$ cat src/rtl/cla_pipe_addsub_pkg.sv
// rtl/cla_pipe_addsub_pkg.sv - shared helpers for the pipelined CLA adder/subtractor
//
// Purpose: elaboration-time helpers shared by the adder pipeline.
//   seg_count(width, seg) : number of SEG-bit segments in a WIDTH-bit operand,
//                           which is also the pipeline depth.
package cla_pipe_addsub_pkg;

    function automatic int seg_count(input int width, input int seg);
        return width / seg;
    endfunction

endpackage

$ cat src/rtl/cla_seg.sv
// rtl/cla_seg.sv - combinational SEG-bit carry-lookahead segment
//
// Purpose: adds two SEG-bit segments plus a carry-in using flattened
//          generate/propagate lookahead (no ripple between bit positions).
// Ports:
//   a, b      in  SEG  segment operands
//   ci        in  1    carry into bit 0
//   s         out SEG  segment sum
//   co        out 1    carry out of the segment MSB
//   c_msb_in  out 1    carry into the segment MSB (for signed overflow)
module cla_seg #(
    parameter int SEG = 8
) (
    input  logic [SEG-1:0] a,
    input  logic [SEG-1:0] b,
    input  logic           ci,
    output logic [SEG-1:0] s,
    output logic           co,
    output logic           c_msb_in
);

    logic [SEG-1:0] g;
    logic [SEG-1:0] p;
    logic [SEG:0]   c;

    assign g = a & b;
    assign p = a ^ b;

    // c[i+1] = g[i] | p[i]g[i-1] | p[i]p[i-1]g[i-2] | ... | p[i..0]ci
    // pp accumulates the running product of propagates from bit i downward.
    always_comb begin
        logic pp;
        c    = '0;
        pp   = 1'b0;
        c[0] = ci;
        for (int i = 0; i < SEG; i++) begin
            c[i+1] = g[i];
            pp     = p[i];
            for (int j = i - 1; j >= 0; j--) begin
                c[i+1] = c[i+1] | (pp & g[j]);
                pp     = pp & p[j];
            end
            c[i+1] = c[i+1] | (pp & ci);
        end
    end

    assign s        = p ^ c[SEG-1:0];
    assign co       = c[SEG];
    assign c_msb_in = c[SEG-1];

endmodule

$ cat src/rtl/cla_pipe_addsub.sv
// rtl/cla_pipe_addsub.sv - pipelined carry-lookahead adder/subtractor with valid/ready
//
// Purpose: WIDTH-bit a+b+ci or a-b, one SEG-bit segment per stage, segment
//          carry registered between stages. Latency STAGES = WIDTH/SEG cycles.
// Ports:
//   clk, rst             clock, asynchronous active-high reset
//   in_valid, in_ready   input handshake (in_ready = ~out_valid | out_ready)
//   a, b, ci, sub        operands, carry-in (add only), subtract select
//   out_valid, out_ready output handshake
//   s, co, ovf           result, carry out of MSB, signed overflow
module cla_pipe_addsub
    import cla_pipe_addsub_pkg::*;
#(
    parameter int WIDTH = 32,
    parameter int SEG   = 8
) (
    input  logic             clk,
    input  logic             rst,
    input  logic             in_valid,
    output logic             in_ready,
    input  logic [WIDTH-1:0] a,
    input  logic [WIDTH-1:0] b,
    input  logic             ci,
    input  logic             sub,
    output logic             out_valid,
    input  logic             out_ready,
    output logic [WIDTH-1:0] s,
    output logic             co,
    output logic             ovf
);

    localparam int STAGES = seg_count(WIDTH, SEG);

    if (WIDTH % SEG != 0) begin : g_bad_width
        $error("cla_pipe_addsub: WIDTH must be a multiple of SEG");
    end

    logic             adv;
    logic [WIDTH-1:0] b_eff;
    logic             c0;
    logic             seg_cm [STAGES];

    // The whole pipe moves as one: either every stage shifts or none does.
    assign adv      = ~out_valid | out_ready;
    assign in_ready = adv;
    assign b_eff    = sub ? ~b : b;
    assign c0       = sub | ci;

    for (genvar k = 0; k < STAGES; k++) begin : g_stage
        localparam int SW = (k + 1) * SEG;

        logic           vld_d;
        logic           c_d;
        logic           vld_q;
        logic           cy_q;
        logic           seg_co;
        logic [SEG-1:0] sa;
        logic [SEG-1:0] sb;
        logic [SEG-1:0] seg_s;
        logic [SW-1:0]  sum_d;
        logic [SW-1:0]  sum_q;

        if (k == 0) begin : g_src
            assign vld_d = in_valid;
            assign c_d   = c0;
            assign sa    = a[SEG-1:0];
            assign sb    = b_eff[SEG-1:0];
            assign sum_d = seg_s;
        end else begin : g_src
            assign vld_d = g_stage[k-1].vld_q;
            assign c_d   = g_stage[k-1].cy_q;
            assign sa    = g_stage[k-1].g_fwd.ra_q[SEG-1:0];
            assign sb    = g_stage[k-1].g_fwd.rb_q[SEG-1:0];
            // New segment lands above the low bits already completed.
            assign sum_d = {seg_s, g_stage[k-1].sum_q};
        end

        cla_seg #(
            .SEG(SEG)
        ) u_seg (
            .a        (sa),
            .b        (sb),
            .ci       (c_d),
            .s        (seg_s),
            .co       (seg_co),
            .c_msb_in (seg_cm[k])
        );

        always_ff @(posedge clk or posedge rst) begin
            if (rst) begin
                vld_q <= 1'b0;
                cy_q  <= 1'b0;
                sum_q <= '0;
            end else if (adv) begin
                vld_q <= vld_d;
                cy_q  <= seg_co;
                sum_q <= sum_d;
            end
        end

        if (k < STAGES - 1) begin : g_fwd
            // Only the operand segments still to be added travel forward.
            localparam int RW = WIDTH - SW;

            logic [RW-1:0] ra_d;
            logic [RW-1:0] rb_d;
            logic [RW-1:0] ra_q;
            logic [RW-1:0] rb_q;

            if (k == 0) begin : g_rem
                assign ra_d = a[WIDTH-1:SEG];
                assign rb_d = b_eff[WIDTH-1:SEG];
            end else begin : g_rem
                assign ra_d = g_stage[k-1].g_fwd.ra_q[RW+SEG-1:SEG];
                assign rb_d = g_stage[k-1].g_fwd.rb_q[RW+SEG-1:SEG];
            end

            always_ff @(posedge clk or posedge rst) begin
                if (rst) begin
                    ra_q <= '0;
                    rb_q <= '0;
                end else if (adv) begin
                    ra_q <= ra_d;
                    rb_q <= rb_d;
                end
            end
        end else begin : g_last
            // Carry into the MSB, kept for the overflow flag.
            logic cm_q;

            always_ff @(posedge clk or posedge rst) begin
                if (rst) begin
                    cm_q <= 1'b0;
                end else if (adv) begin
                    cm_q <= seg_cm[k];
                end
            end
        end
    end

    assign out_valid = g_stage[STAGES-1].vld_q;
    assign s         = g_stage[STAGES-1].sum_q;
    assign co        = g_stage[STAGES-1].cy_q;
    assign ovf       = g_stage[STAGES-1].cy_q ^ g_stage[STAGES-1].g_last.cm_q;

endmodule

$ cat config.mk
export PLATFORM = sky130hd
export DESIGN_NAME = cla_pipe_addsub
export DESIGN_NICKNAME = d
export VERILOG_FILES = /design/src/rtl/cla_pipe_addsub_pkg.sv /design/src/rtl/cla_seg.sv /design/src/rtl/cla_pipe_addsub.sv
export SDC_FILE = /design/constraint.sdc
export NUM_CORES = 1
export LEC_CHECK = 0
export CELL_PAD_IN_SITES_DETAIL_PLACEMENT = 0
export CELL_PAD_IN_SITES_GLOBAL_PLACEMENT = 2
export CORE_UTILIZATION = 44
export CTS_BUF_LIST = sky130_fd_sc_hd__clkbuf_8 sky130_fd_sc_hd__clkbuf_16
export CTS_CLUSTER_DIAMETER = 100
export DETAILED_ROUTE_END_ITERATION = 12
export GPL_ROUTABILITY_DRIVEN = 1
export GPL_TIMING_DRIVEN = 0
export PLACE_DENSITY = 0.9
export SYNTH_ARGS = -nofsm -noshare
export SYNTH_HDL_FRONTEND = slang
export SYNTH_HIERARCHICAL = 1
export SYNTH_SLANG_ARGS = --single-unit
$ cat constraint.sdc
create_clock -name clk -period 19.5 [get_ports clk]
set_input_delay 3.9 -clock clk [delete_from_list [all_inputs] [get_ports clk]]
set_output_delay 3.9 -clock clk [all_outputs]
set_load 0.05 [all_outputs]
==> metrics.txt <==
status=completed; sw frac=36.2%; cts repair resizes=0; RSZ-0062 raised after global routing=no; Synth Instances=592; syn nets=702; crit share post-route=49.6%; DIE WIDTH=145 microns; Gate power share=48.8%; Top delay family on crit path=buffers and inverters; Sink Count=185; Slowest cell on crit path=clkdlybuf4s50_1; Fin Clk Skew=6.97 ps; fmax=0.103 GHz; CP startpoint kind=primary input; Crit path required time=15600 ps; fin cells=999; most used cells in the layout excluding fill and tap cells=dfrtp_1, clkdlybuf4s50_1, mux2_4; clk_lat worst skew=430 ps; worst hold path class=flop to flop; hold-fix buffers at CTS=0; CTS Root Cell=clkbuf_16; most common cell after layout, fill and taps aside=dfrtp_1; CP most frequent cell=buf_6; power density over the cells=174 nW/um^2; antenna viol nets, final=0; fill cell count=1652; final hold vios=0; syn avg cell area=15.3 sq um; DIE AREA=21100 sq um; Initial DRC Count=155; Placed Area=10500 sq um; share of layout cells above drive strength 1=35.9%; P_int=0.00122 W; post-route setup TNS=0 ps; pin count of the biggest net entering global routing=103; count of input and output buffers=104; Slew headroom=61.3%; Vias/cell=5.00; CP peak stage delay=810 ps; CP Cell Sequence=clkdlybuf4s50_1, nand2b_4, buf_6, buf_6, buf_6, clkdlybuf4s50_1; fin area=11000 sq um; total gr overflow=0; P_leak=5.11 nW; CTS tree=done; MaxCap Viol Count=0; # setup viols final=0; worst-margin pin slew=580 ps; clock-pin slew on the worst setup and hold paths=60 ps; Die H=145 microns; first-pass GRT wire length=28.4 mm; Initial Util=44.8%; via count=4991; initial antenna violation count=0; Num CTS Buffers=17; Final #Nets=826; clock network power share=16.2%; setup bufs post-CTS=0; Final min period=9670 ps; WS Path Type=primary input to primary output; total power=0.00191 W; diodes inserted=0; Crit Path Max Fanout=10; Core Rows=52; sw power=0.000691 W; number of global-route vias before repair=5374; Boundary Pins=106; # DRC=0; CP Data Arrival Time=5770 ps; CTS HTree Levels=4; placed cell count=967; DP HPWL=12.2 mm; Reg power frac=35.0%; Global Route Usage Sum=17.3%; total wire length=17.0 mm; Setup crit end kind=primary output; Slew Limit Fails=0; Worst VDD drop=0.0745 mV; area delta synth->final=21.4%; wire length per cell=17.0 microns; Warnings, synthesis=6; RD Place Congestion=0.759; DR pass1 iterations=4; Synth Cell Area=9040 sq um; Worst Path Buf+Inv=5; core area=20200 sq um; Max Root-Sink Buffers=2
## worst register-to-register path: cells and delay by family, from the launching register on
kind	cells	cell delay, ps
flip-flops	1	390
adder cells (fa/ha/maj)	1	370
AND/OR/NAND/NOR	1	120
AO/OA/AOI/OAI	3	720
multiplexers	1	250
## sequential cells by signal, summed over array words and instances, names as in the netlist
signal,cells
co,1
g_stage.g_fwd.ra_q,48
s,32
g_stage.cy_q,3
g_stage.sum_q,48
g_stage.g_fwd.rb_q,48
out_valid,1
g_stage.vld_q,3
g_stage.g_last.cm_q,1
## power groups by stage
| stage | Sequential [W] | Clock [W] | Combinational, W |
|---|---|---|---|
| after global routing | 0.000690 | 0.000335 | 0.00101 |
| final | 0.000668 | 0.000309 | 0.000931 |
| after floorplan | 0.000765 | 0 | 0.000613 |
| after detailed placement | 0.000676 | 0 | 0.000933 |
| after global placement | 0.000669 | 0 | 0.000916 |
| after CTS | 0.000672 | 0.000317 | 0.000939 |
## worst paths after layout
check	endpoint	cells past startpoint	start	slack (ps)
worst min register to register	out_valid	1	g_stage[2].vld_q	500
worst max-delay path	in_ready	6	out_ready	9830
max in group asynchronous	g_stage[0].g_fwd.ra_q[4]	3	rst	14690
worst max register to register	g_stage[2].cy_q	6	g_stage[1].g_fwd.ra_q[2]	17530
min in group asynchronous	s[31]	2	rst	3940
worst min-delay path	out_valid	1	g_stage[2].vld_q	500
## final cells by class
| class | instances | area (sq um) | area share [%] |
|---|---|---|---|
| Sequential cell | 185 | 4630 | 42.2 |
| Multi-Input combinational cell | 377 | 4160 | 37.9 |
| Timing Repair Buffer | 105 | 1070 | 9.73 |
| Clock buffer | 18 | 439 | 4.00 |
| Tap cell | 270 | 338 | 3.08 |
| Buffer | 25 | 231 | 2.11 |
| Clock inverter | 14 | 85.1 | 0.775 |
| Inverter | 5 | 26.3 | 0.239 |
## metrics by stage
stage / util [%] / setup WS [ps] / hold WS [ps]
final: 54.4 / 9830 / 496
after global routing: 54.4 / 9780 / 519
after CTS: 54.4 / 9820 / 507
after detailed placement: 51.8 / 9820 / 491
after global placement: 51.7 / 8460 / 484
after floorplan: - / 10570 / 435
## per-layer routing
metal	vias up	wire, microns	GRT usage, %
li1	2348	-	-
met1	2548	7830	22.8
met2	76	8480	28.5
met3	19	475	3.42
met4	0	231	5.89
met5	-	0	0
Power figures use the tool's default switching activity.
